File: config.mk
export PLATFORM = sky130hd
export DESIGN_NAME = gmii_payload_extract_flat
export DESIGN_NICKNAME = d
export VERILOG_FILES = /design/src/rtl/gmii_payload_extract_if.sv /design/src/rtl/gmii_payload_extract.sv /design/src/flat_wrapper.sv
export SDC_FILE = /design/constraint.sdc
export NUM_CORES = 1
export LEC_CHECK = 0
export ABC_AREA = 1
export CORE_ASPECT_RATIO = 1.2
export CORE_MARGIN = 2
export CORE_UTILIZATION = 45
export CTS_BUF_LIST = sky130_fd_sc_hd__clkbuf_16
export DETAILED_ROUTE_END_ITERATION = 10
export PLACE_DENSITY = 0.72
export SLEW_MARGIN = 20
export SYNTH_ARGS = -nofsm -noshare
export SYNTH_HDL_FRONTEND = slang
export SYNTH_SLANG_ARGS = --single-unit
export TNS_END_PERCENT = 20
File: constraint.sdc
create_clock -name clk -period 3.45 [get_ports clk]
set_input_delay 0.5175 -clock clk [delete_from_list [all_inputs] [get_ports clk]]
set_output_delay 0.5175 -clock clk [all_outputs]
set_load 0.01 [all_outputs]
File: src/rtl/gmii_payload_extract_if.sv
// Signal bundle between the GMII receive pins and the payload consumer
// (detect_errors2), plus frame statistics and a debug view of the framer.
interface gmii_payload_extract_if;
    // Valid-only handshake, no backpressure: gmii_rxd is consumed on every clk edge
    // with gmii_rx_dv=1, and rx_data must be taken by the sink on every edge with rx_en=1.
    logic        gmii_rx_dv;
    logic        gmii_rx_er;
    logic [7:0]  gmii_rxd;
    logic        rx_en;
    logic [7:0]  rx_data;
    logic        frame_done;
    logic        frame_err;
    logic [31:0] pkt_count;
    logic [31:0] drop_count;
    logic [2:0]  fsm_state;

    modport master (
        output gmii_rx_dv, gmii_rx_er, gmii_rxd,
        input  rx_en, rx_data, frame_done, frame_err, pkt_count, drop_count, fsm_state
    );

    modport slave (
        input  gmii_rx_dv, gmii_rx_er, gmii_rxd,
        output rx_en, rx_data, frame_done, frame_err, pkt_count, drop_count, fsm_state
    );
endinterface

File: src/rtl/gmii_payload_extract.sv
// GMII receive framer: strips preamble/SFD, header and FCS, emits the payload as a
// contiguous rx_en burst and counts good and aborted frames.
module gmii_payload_extract #(
    parameter int HEADER_BYTES = 14,
    parameter int FCS_BYTES    = 4,
    parameter int MAX_PAYLOAD  = 1500
) (
    input logic                   clk,
    input logic                   rst_n,
    gmii_payload_extract_if.slave bus
);
    localparam logic [2:0] S_DROP     = 3'd0;
    localparam logic [2:0] S_IDLE     = 3'd1;
    localparam logic [2:0] S_PREAMBLE = 3'd2;
    localparam logic [2:0] S_HEADER   = 3'd3;
    localparam logic [2:0] S_PAYLOAD  = 3'd4;

    localparam int HDR_W  = (HEADER_BYTES > 1) ? $clog2(HEADER_BYTES) : 1;
    localparam int FILL_W = $clog2(FCS_BYTES + 1);
    localparam int CNT_W  = $clog2(MAX_PAYLOAD + FCS_BYTES + 1);

    localparam logic [HDR_W-1:0]  HDR_LAST  = HDR_W'(HEADER_BYTES - 1);
    localparam logic [FILL_W-1:0] FILL_FULL = FILL_W'(FCS_BYTES);
    localparam logic [CNT_W-1:0]  CNT_MAX   = CNT_W'(MAX_PAYLOAD + FCS_BYTES);

    logic              dv;
    logic              er;
    logic [7:0]        rxd;

    logic [2:0]        state_q, state_d;
    logic [HDR_W-1:0]  hdr_cnt_q, hdr_cnt_d;
    logic [FILL_W-1:0] fill_q, fill_d;
    logic [CNT_W-1:0]  byte_cnt_q, byte_cnt_d;
    logic [7:0]        dl_q [FCS_BYTES];
    logic              rx_en_q, rx_en_d;
    logic [7:0]        rx_data_q;
    logic              frame_done_q, frame_done_d;
    logic              frame_err_q, frame_err_d;
    logic [31:0]       pkt_count_q, pkt_count_d;
    logic [31:0]       drop_count_q, drop_count_d;
    logic              shift_en;

    assign dv  = bus.gmii_rx_dv;
    assign er  = bus.gmii_rx_er;
    assign rxd = bus.gmii_rxd;

    always_comb begin
        state_d      = state_q;
        hdr_cnt_d    = hdr_cnt_q;
        fill_d       = fill_q;
        byte_cnt_d   = byte_cnt_q;
        shift_en     = 1'b0;
        rx_en_d      = 1'b0;
        frame_done_d = 1'b0;
        frame_err_d  = 1'b0;

        case (state_q)
            S_DROP: begin
                if (!dv) state_d = S_IDLE;
            end
            S_IDLE: begin
                if (dv) begin
                    if (rxd == 8'h55) state_d = S_PREAMBLE;
                    else              frame_err_d = 1'b1;
                end
            end
            S_PREAMBLE: begin
                if (!dv || er) begin
                    frame_err_d = 1'b1;
                end else if (rxd == 8'hD5) begin
                    state_d   = S_HEADER;
                    hdr_cnt_d = '0;
                end else if (rxd != 8'h55) begin
                    frame_err_d = 1'b1;
                end
            end
            S_HEADER: begin
                if (!dv || er) begin
                    frame_err_d = 1'b1;
                end else if (hdr_cnt_q == HDR_LAST) begin
                    state_d    = S_PAYLOAD;
                    fill_d     = '0;
                    byte_cnt_d = '0;
                end else begin
                    hdr_cnt_d = hdr_cnt_q + HDR_W'(1);
                end
            end
            S_PAYLOAD: begin
                // rx_er wins over the end of the frame, even when dv drops in the same cycle.
                if (er) begin
                    frame_err_d = 1'b1;
                end else if (!dv) begin
                    state_d = S_IDLE;
                    if (fill_q == FILL_FULL) frame_done_d = 1'b1;
                    else                     frame_err_d  = 1'b1;
                end else if (byte_cnt_q == CNT_MAX) begin
                    frame_err_d = 1'b1;
                end else begin
                    shift_en   = 1'b1;
                    byte_cnt_d = byte_cnt_q + CNT_W'(1);
                    if (fill_q == FILL_FULL) rx_en_d = 1'b1;
                    else                     fill_d  = fill_q + FILL_W'(1);
                end
            end
            default: state_d = S_DROP;
        endcase

        if (frame_err_d) state_d = dv ? S_DROP : S_IDLE;

        pkt_count_d  = pkt_count_q + 32'(frame_done_d);
        drop_count_d = drop_count_q + 32'(frame_err_d);
    end

    always_ff @(posedge clk or negedge rst_n) begin
        if (!rst_n) begin
            state_q      <= S_DROP;
            hdr_cnt_q    <= '0;
            fill_q       <= '0;
            byte_cnt_q   <= '0;
            rx_en_q      <= 1'b0;
            rx_data_q    <= '0;
            frame_done_q <= 1'b0;
            frame_err_q  <= 1'b0;
            pkt_count_q  <= '0;
            drop_count_q <= '0;
            for (int i = 0; i < FCS_BYTES; i++) dl_q[i] <= '0;
        end else begin
            state_q      <= state_d;
            hdr_cnt_q    <= hdr_cnt_d;
            fill_q       <= fill_d;
            byte_cnt_q   <= byte_cnt_d;
            rx_en_q      <= rx_en_d;
            frame_done_q <= frame_done_d;
            frame_err_q  <= frame_err_d;
            pkt_count_q  <= pkt_count_d;
            drop_count_q <= drop_count_d;
            // The oldest byte leaves the delay line only once FCS_BYTES newer bytes exist,
            // so the trailing FCS never reaches rx_data.
            if (rx_en_d) rx_data_q <= dl_q[FCS_BYTES-1];
            if (shift_en) begin
                dl_q[0] <= rxd;
                for (int i = 1; i < FCS_BYTES; i++) dl_q[i] <= dl_q[i-1];
            end
        end
    end

    assign bus.rx_en      = rx_en_q;
    assign bus.rx_data    = rx_data_q;
    assign bus.frame_done = frame_done_q;
    assign bus.frame_err  = frame_err_q;
    assign bus.pkt_count  = pkt_count_q;
    assign bus.drop_count = drop_count_q;
    assign bus.fsm_state  = state_q;
endmodule

File: src/flat_wrapper.sv
// flat-port wrapper written by rule: the top's interface ports become plain ports
module gmii_payload_extract_flat 
#(
    parameter int HEADER_BYTES = 14,
    parameter int FCS_BYTES    = 4,
    parameter int MAX_PAYLOAD  = 1500
)
  (clk, rst_n, bus_gmii_rx_dv, bus_gmii_rx_er, bus_gmii_rxd, bus_rx_en, bus_rx_data, bus_frame_done, bus_frame_err, bus_pkt_count, bus_drop_count, bus_fsm_state);
  gmii_payload_extract_if bus_i ();
  input logic clk;
  input logic rst_n;
  input wire logic [$bits(bus_i.gmii_rx_dv)-1:0] bus_gmii_rx_dv;
  input wire logic [$bits(bus_i.gmii_rx_er)-1:0] bus_gmii_rx_er;
  input wire logic [$bits(bus_i.gmii_rxd)-1:0] bus_gmii_rxd;
  output wire logic [$bits(bus_i.rx_en)-1:0] bus_rx_en;
  output wire logic [$bits(bus_i.rx_data)-1:0] bus_rx_data;
  output wire logic [$bits(bus_i.frame_done)-1:0] bus_frame_done;
  output wire logic [$bits(bus_i.frame_err)-1:0] bus_frame_err;
  output wire logic [$bits(bus_i.pkt_count)-1:0] bus_pkt_count;
  output wire logic [$bits(bus_i.drop_count)-1:0] bus_drop_count;
  output wire logic [$bits(bus_i.fsm_state)-1:0] bus_fsm_state;
  assign bus_i.gmii_rx_dv = bus_gmii_rx_dv;
  assign bus_i.gmii_rx_er = bus_gmii_rx_er;
  assign bus_i.gmii_rxd = bus_gmii_rxd;
  assign bus_rx_en = bus_i.rx_en;
  assign bus_rx_data = bus_i.rx_data;
  assign bus_frame_done = bus_i.frame_done;
  assign bus_frame_err = bus_i.frame_err;
  assign bus_pkt_count = bus_i.pkt_count;
  assign bus_drop_count = bus_i.drop_count;
  assign bus_fsm_state = bus_i.fsm_state;
  gmii_payload_extract #(.HEADER_BYTES(HEADER_BYTES), .FCS_BYTES(FCS_BYTES), .MAX_PAYLOAD(MAX_PAYLOAD)) u_core (.clk(clk), .rst_n(rst_n), .bus(bus_i));
endmodule
Word level (Yosys, flattened, before mapping)
Cells that the tools add are included.

$add $sub $neg: 5. Equality and inequality tests: 26. Mux-type cells: 52. Reductions and logical operators: 9.

Operators with widths (count): $add 32x1->32 (2); $mux 11 (5); $mux 3 (15); $mux 1 (23); $pmux 11 s2 (1); $mux 4 (4); $pmux 3 s5 (1); $ne 2x2->1 const B (7); $reduce_and 7->1 (2); $ne 3x2->1 const B (4); $add 11x1->11 const B (1); $eq 11x11->1 const B (1); $ne 3x1->1 const B (3); $eq 8x7->1 const B (1); $eq 8x8->1 const B (1); $ne 8x7->1 const B (1); $pmux 4 s2 (1); $eq 3x2->1 const B (2); $eq 3x3->1 const B (2); $pmux 3 s2 (1); $reduce_and 6->1 (1); $reduce_and 5->1 (1); $add 4x1->4 const B (1); $eq 4x4->1 const B (1); 8 further kinds (10).

Register bits after elaboration: 128. Output and inout bits: 78. Logic and storage cells: 106.

Longest topological paths before layout
Depth after elaboration: 7. Mapped depth: 17. Depth with buffers taken out: 17.

Worst setup path after synthesis
OpenSTA, ideal clock, no wires.

Path type: register -> register. Start point: reg u_core.state_q[0] (netlist: u_core.bus.fsm_state[0]). End point: reg u_core.pkt_count_q[26] (netlist: u_core.bus.pkt_count[26]). Data arrival time: 2.379 ns. Required time: 3.371 ns. Setup slack: 0.992 ns. Stages on the path, launching flop included: 14. Path buffers: 1. Period minus slack after synthesis: 2.458 ns. Path through: dfrtp_1 -> nor2_2 -> nand2_2 -> buf_2 -> nor4_1 -> ha_1 -> ha_1 -> nand3_2 -> nor2_4 -> nand2_2 -> nor2_4 -> nand2_1 -> nor2_1 -> xor2_1.

Word-level cells in the longest chain between the ends: 3.

RTL lines: start: declaration (RTL line gmii_payload_extract.sv:30) `logic [2:0] state_q, state_d;`; start signal: assignment (RTL line gmii_payload_extract.sv:128) `state_q <= state_d;`; $eq 3x3->1 (RTL line gmii_payload_extract.sv:57) `case (state_q)`; $mux 1 (RTL line gmii_payload_extract.sv:57); named net u_core.frame_done_d (RTL line gmii_payload_extract.sv:37) `logic frame_done_q, frame_done_d;`; $add 32x1->32 (RTL line gmii_payload_extract.sv:110) `pkt_count_d = pkt_count_q + 32'(frame_done_d);`; named net u_core.pkt_count_d[26] (RTL line gmii_payload_extract.sv:39) `logic [31:0] pkt_count_q, pkt_count_d;`; end signal: assignment (RTL line gmii_payload_extract.sv:135) `pkt_count_q <= pkt_count_d;`; end: declaration (RTL line gmii_payload_extract.sv:39).

The timed path passes the listed nets, and every way through them passes these cells. A chain may end at the register's enable or synchronous reset.

Worst setup path in the final report
Same ends and word-level chain as after synthesis.

==> summary.md <==
| Metric | Value |
|---|---|
| CTS Root Cell | `clkbuf_16` |
| RSZ-0062 raised after global routing | `no` |
| Final number of hold-violating endpoints | `0` |
| CP max-delay cell | `dfrtp_1` |
| Pin count of the biggest net entering global routing | `88` |
| Post-Syn Instances | `710` |
| CTS Hold Bufs | `0` |
| First-pass GRT wire length | `23300 µm` |
| Status | `complete, no violations` |
| WP buf/inv | `1` |
| Crit end category | `register` |
| Relative max-transition margin | `64.9%` |
| Synth unique cells | `36` |
| Num CTS Buffers | `17` |
| Largest family of logic cells by synthesized area | `simple AND/OR/NAND/NOR gates` |
| Top cells by area, synth | `dfrtp_1, nand2_1, xor2_1` |
| Largest area contributor in the netlist | `dfrtp_1` |
| Clk_skew | `0.0115 ns` |
| Die area | `0.0149 mm²` |
| Port Buf Inserts | `89` |
| Critical-path cell list | `nor2_2, nand2_2, nor4_1, buf_4, ha_1, ha_1, nand3_2, nor2_4, nand2_2, nor2_4, nand2_1, nor2_1, xor2_1` |
| Initial Util | `45.7%` |
| Syn nets | `732` |
| Critical Path RT | `3.79 ns` |
| Share of cells above drive strength 1 | `8.74%` |
| Synth Area in Compound Gates | `4.98%` |
| Pleak | `3.73 nW` |
| CTS tree | `yes` |
| Critical path type | `reg2reg` |
| DPL Wire Length | `10000 µm` |
| Post-Syn Area | `0.00626 mm²` |
| Number of global-route vias before repair | `4846` |
| Reg-to-reg critical path startpoint | `u_core.bus.fsm_state[0]$_DFFE_PN0P_` |
| Instance area after placement | `0.00733 mm²` |
| Grt ovf | `0` |
| Final instance area | `0.00790 mm²` |
| Nature of the critical path startpoint | `register` |
| Simple-gate share of the synthesized area | `26.0%` |
| GRT Total Usage | `19.5%` |
| Syn avg cell area | `8.81 µm²` |
| Post CTS Setup Buffer Count | `0` |
| Crit-path max cell delay | `0.46 ns` |
| DRC viols | `0` |
| GP Congestion | `0.882` |
| H-tree Lvls | `4` |
| Area Growth Syn to Fin | `26.2%` |
| Yosys warns | `0` |
| Flop and latch count out of synthesis | `128` |
| Total Wirelength | `13800 µm` |
| XOR/XNOR share of the synthesized area | `9.80%` |
| Fin crit period | `2.83 ns` |
| Critical path origin | `u_core.bus.fsm_state[0]$_DFFE_PN0P_` |
| Clock sink count | `128` |
| # IOs | `90` |
| Post-CTS Resized | `0` |
| DRT Pass-1 Iters | `4` |
| Max VDD drop | `0.340 mV` |
| Inserted Diodes | `0` |
| Mux cell area share after synthesis | `0.160%` |
| Count of final setup violators | `0` |
| Layout Nets | `833` |
| Post-route antenna net violation count | `0` |
| Clock Pin Slew Worst Setup and Hold Paths | `0.07 ns` |
| Core Region | `0.0137 mm²` |
| Slew Viols, Final | `0` |
| Worst Tran Pin Value | `0.526 ns` |
| CP delay by family, top | `simple AND/OR/NAND/NOR gates` |
| Overall die width | `112 µm` |
| Crit-path max FO | `12` |
| F_max | `0.353 GHz` |
| Die Span Y | `133 µm` |
| Row count | `47` |
| Via/cell ratio | `4.98` |
| Starting DRT DRC Count | `280` |
| Initial antenna violation count | `0` |
| Post-Synth Adder-Cell Area | `2.00%` |
| Clk Latency, worst-skew pair | `0.42 ns` |
| HP Class | `in2async` |
| Via count | `4955` |
| Average routed wire per standard cell | `13.8 µm` |
| Synth top area share | `51.2%` |
| Fill cell count | `1224` |
| Total of max-cap violations | `0` |
| Clock Tree Buf Depth | `2` |
| Sequential area share after synthesis | `51.2%` |
| Final Cycle Share | `82.1%` |
| Worst path arrival time | `3.18 ns` |
| Power Density | `554 mW/mm²` |
| TNS Setup | `0 ns` |
[registers in the layout (all words and copies together) (netlist names)]
name and flops:
u_core.bus.pkt_count 32, u_core.bus.fsm_state 3, u_core.bus.drop_count 32, u_core.bus.frame_done 1
u_core.hdr_cnt_q 4, u_core.fill_q 3, u_core.bus.rx_en 1, u_core.byte_cnt_q 11
u_core.bus.rx_data 8, u_core.bus.frame_err 1, u_core.dl_q 32
[final timing paths]
path,slack [ns],endpoint,cells after the start
worst max-delay path,0.62,u_core.bus.pkt_count[26]$_DFF_PN0_,13
worst min-delay path,0.07,u_core.bus.pkt_count[20]$_DFF_PN0_,1
worst max register to register,0.62,u_core.bus.pkt_count[26]$_DFF_PN0_,13
worst min register to register,0.47,u_core.bus.drop_count[31]$_DFF_PN0_,1
max in group asynchronous,2.54,u_core.dl_q[7]$_DFFE_PN0P_,2
min in group clk,0.47,u_core.bus.drop_count[31]$_DFF_PN0_,1
[per-stage QoR]
| stage | utilization [%] | hold slack, ns | std cells | worst slack [ns] | power (W) |
|---|---|---|---|---|---|
| CTS | 57.6 | 0.0887 | 995 | 0.620 | 0.00442 |
| floorplan | - | 0.222 | 710 | 0.992 | 0.00239 |
| detailed placement | 53.5 | 0.460 | 963 | 0.443 | 0.00270 |
| global route | 57.6 | 0.112 | 995 | 0.390 | 0.00461 |
| global placement | 53.5 | 0.457 | 963 | 0.455 | 0.00268 |
| finish | 57.6 | 0.0739 | 995 | 0.616 | 0.00438 |
[power by group]
part	internal (W)	switching [W]
clock	0.000954	0.000761
combinational	0.000312	0.000427
sequential	0.00174	0.000181
[Yosys cell counts, drive strengths merged]
master,instances
nand2,166
dfrtp,128
inv,79
nor2,78
nand3,52
xor2,47
nor3,36
o21ai,28
xnor2,23
a21oi,19
nand4,14
buf,10
ha,10
o31ai,5
nand3b,4
nor4,3
a21boi,1
a31oi,1
and3,1
clkbuf,1
mux2i,1
nor3b,1
o22ai,1
or2,1
[cell type report]
| class | count | area [µm²] | area share [%] |
|---|---|---|---|
| clock buffer | 17 | 425 | 5.39 |
| inverter | 79 | 299 | 3.79 |
| tap | 171 | 214 | 2.71 |
| multi-input combinational | 492 | 2690 | 34.0 |
| timing repair buffer | 93 | 931 | 11.8 |
| clock inverter | 15 | 140 | 1.77 |
| sequential | 128 | 3200 | 40.6 |
[metal layers]
layer | share of wire (%) | global-route usage [%] | vias to the layer above
li1 | - | - | 2479
met1 | 45 | 25.1 | 2360
met2 | 50 | 32.2 | 103
met3 | 3.7 | 5.00 | 13
met4 | 1.3 | 6.79 | 0
met5 | 0 | 0 | -
[cell usage in the layout (no fill, tap or decap), types with 4 or more instances in the layout]
| master | instances |
|---|---|
| a21oi_1 | 19 |
| buf_4 | 4 |
| clkbuf_16 | 17 |
| clkdlybuf4s50_1 | 88 |
| dfrtp_1 | 128 |
| ha_1 | 10 |
| inv_1 | 72 |
| inv_2 | 6 |
| inv_6 | 7 |
| nand2_1 | 161 |
| nand2_2 | 5 |
| nand3_1 | 45 |
| nand3_2 | 6 |
| nand3b_1 | 4 |
| nand4_1 | 14 |
| nor2_1 | 69 |
| nor2_2 | 4 |
| nor2_4 | 5 |
| nor3_1 | 34 |
| o21ai_0 | 21 |
| o21ai_1 | 7 |
| xnor2_1 | 23 |
| xor2_1 | 47 |
[cell families after synthesis]
| logic type | after synthesis |
|---|---|
| DFF | 128 |
| adders and majority gates | 10 |
| xor gates and xnor gates | 70 |
| AOI/OAI and AO/OA | 55 |
| muxes | 1 |
| and+or+nand+nor | 356 |
| buffers and inverters | 90 |
Power figures use the tool's default switching activity.
